<file path="src/rtl/counter_inc_feeder.sv">
// counter_inc_feeder
//   Upstream stage of the Counter block. Increment requests arrive over a
//   valid/ready handshake and are buffered in a small FIFO. At most one request
//   per cycle is drained onto the Counter's registered io_inc/io_amt inputs.
//   A shadow running total (io_exp_tot) is kept so a checker can compare it
//   against the Counter's io_tot, which lags it by one cycle.
//
// Ports
//   clk          clock, all state updates on the rising edge
//   reset        synchronous reset, active-low (0 = reset)
//   io_in_valid  request present
//   io_in_amt    request amount
//   io_in_ready  FIFO can accept this cycle (forced 0 while reset is low)
//   io_drain_en  permits a pop this cycle
//   io_inc       registered increment strobe to the Counter
//   io_amt       registered increment amount to the Counter
//   io_count     FIFO occupancy, 0..DEPTH
//   io_exp_tot   shadow total of all issued amounts, modulo 2^TOT_W
//   io_wrap      sticky flag, set when io_exp_tot wraps
//
// DEPTH must be a power of two (2..16) so the pointers wrap naturally.

module counter_inc_feeder #(
  parameter int unsigned DEPTH = 4,
  parameter int unsigned AMT_W = 4,
  parameter int unsigned TOT_W = 8
) (
  input  logic                     clk,
  input  logic                     reset,
  input  logic                     io_in_valid,
  input  logic [AMT_W-1:0]         io_in_amt,
  output logic                     io_in_ready,
  input  logic                     io_drain_en,
  output logic                     io_inc,
  output logic [AMT_W-1:0]         io_amt,
  output logic [$clog2(DEPTH):0]   io_count,
  output logic [TOT_W-1:0]         io_exp_tot,
  output logic                     io_wrap
);

  localparam int unsigned PTR_W = $clog2(DEPTH);
  localparam int unsigned CNT_W = PTR_W + 1;
  localparam int unsigned SUM_W = TOT_W + 1;
  localparam logic [CNT_W-1:0] FULL_CNT = CNT_W'(DEPTH);

  logic [AMT_W-1:0] mem_q [DEPTH];

  logic [PTR_W-1:0] wr_ptr_q, wr_ptr_d;
  logic [PTR_W-1:0] rd_ptr_q, rd_ptr_d;
  logic [CNT_W-1:0] count_q, count_d;
  logic             inc_q, inc_d;
  logic [AMT_W-1:0] amt_q, amt_d;
  logic [TOT_W-1:0] tot_q, tot_d;
  logic             wrap_q, wrap_d;

  logic             push;
  logic             pop;
  logic [AMT_W-1:0] head;
  logic [SUM_W-1:0] sum;

  // Ready depends on the reset pin directly so no handshake can complete
  // during a reset cycle.
  assign io_in_ready = reset && (count_q != FULL_CNT);

  assign push = io_in_valid && io_in_ready;
  assign pop  = io_drain_en && (count_q != '0);
  assign head = mem_q[rd_ptr_q];

  // One extra bit catches the carry out of the shadow total.
  assign sum = {1'b0, tot_q} + SUM_W'(head);

  always_comb begin
    wr_ptr_d = wr_ptr_q;
    rd_ptr_d = rd_ptr_q;
    count_d  = count_q;
    inc_d    = 1'b0;
    amt_d    = '0;
    tot_d    = tot_q;
    wrap_d   = wrap_q;

    if (push) begin
      wr_ptr_d = wr_ptr_q + PTR_W'(1);
    end

    // Pop only sees entries written at earlier edges: no bypass path.
    if (pop) begin
      rd_ptr_d = rd_ptr_q + PTR_W'(1);
      inc_d    = 1'b1;
      amt_d    = head;
      tot_d    = sum[TOT_W-1:0];
      if (sum[TOT_W]) begin
        wrap_d = 1'b1;
      end
    end

    case ({push, pop})
      2'b10:   count_d = count_q + CNT_W'(1);
      2'b01:   count_d = count_q - CNT_W'(1);
      default: count_d = count_q;
    endcase
  end

  always_ff @(posedge clk) begin
    if (!reset) begin
      wr_ptr_q <= '0;
      rd_ptr_q <= '0;
      count_q  <= '0;
      inc_q    <= 1'b0;
      amt_q    <= '0;
      tot_q    <= '0;
      wrap_q   <= 1'b0;
    end else begin
      wr_ptr_q <= wr_ptr_d;
      rd_ptr_q <= rd_ptr_d;
      count_q  <= count_d;
      inc_q    <= inc_d;
      amt_q    <= amt_d;
      tot_q    <= tot_d;
      wrap_q   <= wrap_d;
    end
  end

  // Storage needs no reset: pointers and count define which entries are live.
  // push is already qualified by reset through io_in_ready.
  always_ff @(posedge clk) begin
    if (push) begin
      mem_q[wr_ptr_q] <= io_in_amt;
    end
  end

  assign io_inc     = inc_q;
  assign io_amt     = amt_q;
  assign io_count   = count_q;
  assign io_exp_tot = tot_q;
  assign io_wrap    = wrap_q;

endmodule

</file>
<file path="config.mk">
export PLATFORM = sky130hd
export DESIGN_NAME = counter_inc_feeder
export DESIGN_NICKNAME = d
export VERILOG_FILES = /design/src/rtl/counter_inc_feeder.sv
export SDC_FILE = /design/constraint.sdc
export NUM_CORES = 1
export LEC_CHECK = 0
export CORE_MARGIN = 2
export CORE_UTILIZATION = 45
export DETAILED_ROUTE_END_ITERATION = 7
export DONT_BUFFER_PORTS = 1
export PLACE_DENSITY = 0.71
export SETUP_SLACK_MARGIN = 0.2
export SLEW_MARGIN = 25
export SYNTH_ARGS = -nofsm -noshare
export SYNTH_HDL_FRONTEND = slang
export SYNTH_SLANG_ARGS = --single-unit
</file>
<file path="constraint.sdc">
create_clock -name clk -period 2.07 [get_ports clk]
set_clock_uncertainty 0.1 [all_clocks]
set_input_delay 0.3105 -clock clk [delete_from_list [all_inputs] [get_ports clk]]
set_output_delay 0.3105 -clock clk [all_outputs]
set_load 0.01 [all_outputs]
</file>
## Word-level counts from Yosys, hierarchy flattened

Memory sizes are Yosys's and may differ from the RTL's. A register that Yosys moved wholly into a read port is not among the register bits.
Index checks and enable logic that the tools add are counted.

| storage, ports and cells | value |
|---|---|
| register bits | 21 |
| memory bits (writable) | 16 |
| input bits | 8 |
| output and inout port bits | 18 |
| word-level logic and storage cells | 29 |
| memories | 1 |

| operators by class | value |
|---|---|
| $add $sub $neg | 5 |
| eq/ne operators | 3 |
| muxes and demuxes | 6 |
| reductions and logical operators | 7 |

Memories:

| memory | depth | bits a word | read ports | clocked after memory_dff | write ports | line | text |
|---|---|---|---|---|---|---|---|
| mem_q | 4 | 4 | 1 | 1 | 1 | 46 | `logic [AMT_W-1:0] mem_q [DEPTH];` |

Operators by type and width:

| kind | number |
|---|---|
| adder 8 x 4 -> 9 bit | 1 |
| case mux 3 bit (2 select lines) | 1 |
| adder 2 x 1 -> 2 bit, second input constant | 2 |
| two-way mux 2 bit | 2 |
| AND reduction 2 bit | 2 |
| adder 3 x 1 -> 3 bit, second input constant | 1 |
| logical AND 1 bit | 3 |
| two-way mux 1 bit | 3 |
| inequality test 3 bit, second input constant | 1 |
| nonzero test 3 bit | 1 |
| subtractor 3 x 1 -> 3 bit, second input constant | 1 |
| == test 2 x 1 -> 1 bit, second input constant | 1 |
| == test 2 bit, second input constant | 1 |
| nonzero test 2 bit | 1 |

## Longest topological paths before layout

Gate-level depths: netlist (run 1).

| logic depth | value |
|---|---|
| depth in word-level cells | 5 |
| mapped depth | 9 |
| mapped depth without buffers | 9 |

## Worst setup path before layout (run 1)

No wires, ideal clock.

| timing path | value |
|---|---|
| path kind | reg-to-reg |
| start point | register count_q[2] (netlist: io_count[2]) |
| end point | register count_q[2] (netlist: io_count[2]) |
| library setup time | 71 ps |
| arrival time | 2016 ps |
| data required time | 1899 ps |
| setup slack | -117 ps |
| cell stages (with the launch flop) | 10 |
| buffers on the path | 1 |
| clock period less this slack | 2187 ps |
| path through | dfxtp_1 -> o31ai_4 -> inv_2 -> buf_6 -> ha_1 -> inv_1 -> fa_1 -> xor2_1 -> or3_1 -> a21oi_1 |

| on the way | value |
|---|---|
| cells in the longest elaborated chain, start to end | 5 |
| elaborated cells between the ends (all ways) | 11 |
| those cells by class | 2 x add/sub; 3 x eq/ne; 1 x mux; 5 x reduce/logical |

RTL lines:

| what | line | text |
|---|---|---|
| from (decl) | 50 | `logic [CNT_W-1:0] count_q, count_d;` |
| from (signal assigned) | 115 | `count_q <= count_d;` |
| inequality test 3 bit | 63 | `assign io_in_ready = reset && (count_q != FULL_CNT);` |
| logical AND 1 bit | 63 |  |
| logical AND 1 bit | 65 | `assign push = io_in_valid && io_in_ready;` |
| == test 2 x 1 -> 1 bit or == test 2 bit (tied branches) | 96 | `case ({push, pop})` |
| case mux 3 bit (2 select lines) or nonzero test 2 bit (tied branches) | - |  |

Several ways; a longest one is shown, not always the timed one.
A chain may end at the register's enable or synchronous reset.

==> impl_metrics.json, run 1 <==
{
  "status": "finished, violations left",
  "violations": "negative setup slack",
  "grtUsageTotal": 0.171,
  "final.min_clock_period_ns": 2.07,
  "core_mm2": 0.00366,
  "setup_ws_ns": -0.00359,
  "setup_viol": 1,
  "clock_path_buffers": 2,
  "cp.arrival_ns": 2.16,
  "synth_cell_types": 33,
  "power.total_uw": 2490,
  "synth-warning-count": 0,
  "portBuffers": 0,
  "powerDensity_mw_per_mm2": 1160,
  "num_vias": 1097,
  "slew_violations": 0,
  "hold_depth": 0,
  "placementRows": 22,
  "drv_cap": 0,
  "cp_max_fo": 4,
  "leakagePower_uw": 0.000786,
  "grt_pass1_wl_um": 5360,
  "synth_cells": 143,
  "synth-seq-cells": 39,
  "finalHoldViolations": 0,
  "cts-root-buf": "clkbuf_8",
  "drt_iter0_markers": 71,
  "grt_max_degree": 16,
  "antenna_found_initial": 0,
  "worstSetupStartpointType": "register",
  "hold_ws_ns": 0.0116,
  "avgSynthCellArea_um2": 12.0,
  "antenna_cells": 0,
  "min_path_type": "input port to register",
  "synth_area_leader_cell": "edfxtp_1",
  "max-slew-margin-rel": 0.804,
  "areaGrowthSynthToFinish_pct": 24.3,
  "drt.antenna.violating_nets": 0,
  "synthTopCellsByArea": "edfxtp_1 28%, dfxtp_1 27%, ha_1 6.5%",
  "fmax_mhz": 482,
  "fill_cells": 289,
  "fin_crit_sh": 1.00,
  "ir_worst_vdd_mv": 0.600,
  "synth.net_count": 162,
  "multi_input_area_um2": 861,
  "dp_hpwl_um": 2190,
  "cts_buffers": 5,
  "gp_congestion": 0.749,
  "place_ws_ns": -0.103,
  "dpl.cell_count": 193,
  "cts_tree": "built",
  "endpoint_kind": "register",
  "clock_latency_ns": 0.29,
  "wl_um": 3270,
  "whs_endpoint": "mem_q[0][2]$_DFFE_PP_",
  "required_ns": 2.16,
  "syn-cell-area_mm2": 0.00172,
  "rsz0062_at_grt": "yes",
  "grt_pass1_vias": 1141,
  "clk_pin_slew_ns": 0.07,
  "initial_core_util": 0.470,
  "die_w_um": 65.8,
  "final_common_cell": "dfxtp_1",
  "nets": 182,
  "ioPinCount": 26,
  "drtPass1Iterations": 4,
  "cts_sinks": 39,
  "final_cell_mix": "19 x dfxtp_1, 16 x edfxtp_1, 11 x nand2_1, 11 x buf_4",
  "reg2reg_slack_ns": -0.004,
  "avgViaCountPerCell": 5.17,
  "r2r-end": "io_wrap$_SDFFE_PN0P_",
  "drive_gt1_frac": 0.335,
  "reg2regPathDepth": 8,
  "seqCellArea_um2": 956,
  "grt_overflow": 0,
  "crit_type": "register to register",
  "htree_levels": 2,
  "min_from": "io_in_amt[2]",
  "wl_per_cell_um": 15.4,
  "yosysSeqAreaShare": 0.547,
  "synth_top_area_frac": 0.279,
  "die_h_um": 65.8,
  "final_cells": 212,
  "tightest_slew_ns": 0.293,
  "drc": 0,
  "die_area_mm2": 0.00433
}
-- layer usage --
metal  wire length (um)  track usage  vias up
met3                200       0.0511       11
met4                117        0.112        0
met2               1640        0.290       35
met5                  0            0        -
li1                   -            -      533
met1               1310        0.184      518
-- sequential cells by signal (all words and copies together) (netlist names), named ones only --
signal	flops
mem_q	16
io_exp_tot	8
io_amt	4
io_count	3
rd_ptr_q	2
wr_ptr_q	2
io_inc	1
io_wrap	1
-- cells by family after synthesis --
kind of cell	count (synthesis)	synth area share
AO/OA/AOI/OAI	22	0.0975
XOR/XNOR	6	0.0349
adder cells (fa/ha/maj)	11	0.0887
buffers and inverters	16	0.0393
flip-flops	39	0.547
multiplexers	8	0.0756
AND/OR/NAND/NOR	41	0.117
-- cells in the mapped netlist --
cell type / number
dfxtp_1: 23
edfxtp_1: 16
inv_1: 12
nand2_1: 11
nor2_1: 11
ha_1: 9
a21oi_1: 8
nand2b_1: 5
and2_1: 4
mux2i_1: 4
mux4_2: 4
o21ai_0: 4
a211oi_1: 3
and3_1: 3
nand3_1: 3
xnor2_1: 3
clkbuf_1: 2
fa_1: 2
xor2_1: 2
a211oi_4: 1
a21o_1: 1
buf_6: 1
inv_2: 1
nand2_4: 1
nor2b_1: 1
nor3_1: 1
o211ai_2: 1
o21a_1: 1
o31ai_1: 1
o31ai_4: 1
o41ai_1: 1
or3_1: 1
xor2_2: 1
-- repair_timing --
action                     4_1_cts  5_1_grt
hold endpoints to repair         3        9
setup buffers                    4        2
hold buffers                     1        4
pin swaps                        8        4
resized for setup               15        6
setup endpoints to repair        9       10
-- stage by stage --
| stage | area, um^2 | utilization | TNS (ns) |
|---|---|---|---|
| 2_1_floorplan | 1770 | - | 0 |
| 3_3_place_gp | 1850 | 0.504 | -0.0796 |
| 3_5_place_dp | 1850 | 0.504 | -0.222 |
| 4_1_cts | 2050 | 0.560 | -0.00417 |
| 5_1_grt | 2140 | 0.584 | -0.262 |
| 6_report | 2140 | 0.584 | -0.00359 |
-- power breakdown --
| group | leakage [uW] | total [uW] | internal [uW] | switching (uW) |
|---|---|---|---|---|
| Combinational | 0.000411 | 917 | 484 | 433 |
| Sequential | 0.000335 | 1090 | 924 | 166 |
| Clock | 0.0000403 | 479 | 229 | 250 |
-- layout make-up --
class / count / share of cell area
sequential: 39 / 0.447
multi-input combinational: 88 / 0.403
clock buffer: 6 / 0.0339
clock inverter: 2 / 0.00351
timing repair buffer: 16 / 0.0620
tap: 48 / 0.0281
inverter: 13 / 0.0228
-- worst max-delay path by stage --
stage                         from                    to  slack [ns]  cells past startpoint
after global routing      register  io_wrap$_SDFFE_PN0P_       -0.08                      8
after floorplan           register  io_wrap$_SDFFE_PN0P_        0.08                      8
after CTS                 register  io_wrap$_SDFFE_PN0P_      -0.004                      8
final                     register  io_wrap$_SDFFE_PN0P_      -0.004                      8
after detailed placement  register  io_wrap$_SDFFE_PN0P_       -0.10                      8
after global placement    register  io_wrap$_SDFFE_PN0P_       -0.04                      8
-- critical path, cell delays in order (launching register included) --
cell      delay [ns]
dfxtp_4         0.38
mux4_2          0.55
ha_4            0.20
inv_2           0.05
fa_2            0.20
nor2b_2         0.05
o21ai_2         0.19
a211oi_2        0.10
o21a_1          0.18
No activity file was read; power rests on OpenSTA's default activity.
==> inputs of run 2 (changes only) <==
--- a/config.mk
+++ b/config.mk
@@ -6,10 +6,11 @@
 export NUM_CORES = 1
 export LEC_CHECK = 0
 export CORE_MARGIN = 2
-export CORE_UTILIZATION = 45
+export CORE_UTILIZATION = 42
+export CTS_CLUSTER_DIAMETER = 200
 export DETAILED_ROUTE_END_ITERATION = 7
 export DONT_BUFFER_PORTS = 1
-export PLACE_DENSITY = 0.71
+export PLACE_DENSITY = 0.64
 export SETUP_SLACK_MARGIN = 0.2
 export SLEW_MARGIN = 25
 export SYNTH_ARGS = -nofsm -noshare
==> run 2 against run 1 <==
Highest routed layer unchanged. Critical endpoint unchanged. The flow now finishes without violations. Critical path depth did not move. Hold slack better by 0.011 ns. Largest cell class unchanged. Count of clock-buffer cells in the layout grew 1. Critical path type unchanged. Final cell count is 2.4% lower. Total power shrank 4.4%.
==> impl_metrics.json, run 2 (same netlist as run 1, synthesis figures left out) <==
{
  "status": "finished, final reports clean",
  "drc": 0,
  "endpoint_kind": "register",
  "core_mm2": 0.00397,
  "antenna_cells": 0,
  "htree_levels": 2,
  "gp_congestion": 0.708,
  "finalHoldViolations": 0,
  "ir_worst_vdd_mv": 0.511,
  "wl_per_cell_um": 14.0,
  "rsz0062_at_grt": "yes",
  "worst_path_max_delay_cell": "mux4_2",
  "num_vias": 1073,
  "reg2reg_slack_ns": 0.009,
  "areaGrowthSynthToFinish_pct": 20.0,
  "final.min_clock_period_ns": 2.06,
  "largest_register_ffs": 16,
  "fill_cells": 337,
  "initial_core_util": 0.433,
  "final_common_cell": "dfxtp_1",
  "die_h_um": 68,
  "r2r-end": "io_wrap$_SDFFE_PN0P_",
  "clk_pin_slew_ns": 0.07,
  "crit_buf_inv": 1,
  "grtUsageTotal": 0.147,
  "grt_pass1_vias": 1031,
  "cts-root-buf": "clkbuf_8",
  "antenna_found_initial": 0,
  "drt_iter0_markers": 82,
  "setup_viol": 0,
  "placementRows": 23,
  "crit_end": "io_wrap$_SDFFE_PN0P_",
  "crit_type": "register to register",
  "drt.antenna.violating_nets": 0,
  "final.setup.tns_ns": 0,
  "reg2regPathDepth": 8,
  "max_stage_delay_ns": 0.54,
  "cp.arrival_ns": 2.14,
  "tightest_slew_ns": 0.288,
  "path_cells": "mux4_2, ha_4, inv_2, fa_2, nor2b_2, o21ai_2, a211oi_2, o21a_1",
  "avgViaCountPerCell": 5.18,
  "cp.depth": 8,
  "die_area_mm2": 0.00462,
  "wl_um": 2910,
  "drtPass1Iterations": 4,
  "cts_tree": "built",
  "cts_sinks": 39,
  "final_cell_mix": "19 x dfxtp_1, 16 x edfxtp_1, 11 x nand2_1",
  "worstSetupStartpointType": "register",
  "max-slew-margin-rel": 0.807,
  "portBuffers": 0,
  "nets": 175,
  "cts_buffers": 5,
  "top_register": "mem_q",
  "die_w_um": 68,
  "cp_max_fo": 4,
  "drv_cap": 0,
  "fin_crit_sh": 0.996,
  "fmax_mhz": 485,
  "slew_violations": 0,
  "clock_path_buffers": 2,
  "grt_max_degree": 16,
  "grt_pass1_wl_um": 4750,
  "ioPinCount": 26,
  "dp_hpwl_um": 2060,
  "drive_gt1_frac": 0.325,
  "grt_overflow": 0,
  "power.total_uw": 2380,
  "min_path_type": "input port to register",
  "required_ns": 2.15,
  "clock_latency_ns": 0.28,
  "powerDensity_mw_per_mm2": 1150,
  "cp_top_family": "multiplexers",
  "leakagePower_uw": 0.000748
}
-- run 2: per-stage QoR --
step	cells	hold WS [ns]	cell area (um^2)	util	setup WS, ns
final	207	0.0223	2060	0.520	0.00893
after global routing	207	0.000181	2060	0.520	-0.0664
after CTS	203	0.00585	1980	0.500	0.0235
after detailed placement	194	0.310	1840	0.464	-0.0476
after global placement	194	0.310	1840	0.464	-0.0593
after floorplan	143	0.309	1770	-	0.0767
-- run 2: worst min path at each step --
| stage | start | end | slack (ns) | cells after the start |
|---|---|---|---|---|
| 6_report | io_in_amt[2] | mem_q[3][2]$_DFFE_PP_ | 0.02 | 0 |
| 5_1_grt | io_in_amt[1] | mem_q[3][1]$_DFFE_PP_ | 0.0002 | 0 |
| 4_1_cts | io_in_amt[3] | mem_q[1][3]$_DFFE_PP_ | 0.006 | 0 |
| 3_5_place_dp | io_in_amt[3] | mem_q[1][3]$_DFFE_PP_ | 0.31 | 0 |
| 3_3_place_gp | io_in_amt[3] | mem_q[0][3]$_DFFE_PP_ | 0.31 | 0 |
| 2_1_floorplan | io_in_amt[0] | mem_q[0][0]$_DFFE_PP_ | 0.31 | 0 |
-- run 2: area by class of cell --
type | count | area (um^2) | area share
Multi-Input combinational cell | 88 | 843 | 0.408
Inverter | 13 | 48.8 | 0.0236
Timing Repair Buffer | 9 | 72.6 | 0.0352
Sequential cell | 39 | 956 | 0.463
Tap cell | 50 | 62.6 | 0.0303
Clock inverter | 1 | 5.00 | 0.00242
Clock buffer | 7 | 76.3 | 0.0370
-- run 2: layer usage --
metal  GRT usage  vias to the layer above  share of wire
met5           0                        -              0
met2       0.227                       33           0.47
met1       0.178                      512           0.46
met3      0.0559                        4          0.056
met4      0.0750                        0          0.015
li1            -                      524              -
-- run 2: report_power, final --
| group | switching, uW | leakage, uW | internal, uW |
|---|---|---|---|
| logic | 389 | 0.000371 | 418 |
| clock network | 239 | 0.0000422 | 236 |
| registers | 170 | 0.000335 | 924 |
| total | 798 | 0.000748 | 1580 |
-- run 2: timing repair --
action	CTS	global route
setup buffers	1	2
hold buffers	0	2
endpoints found under the hold margin	0	8
gates resized for setup	8	11
pin swaps	4	6
setup endpoints to repair	8	10
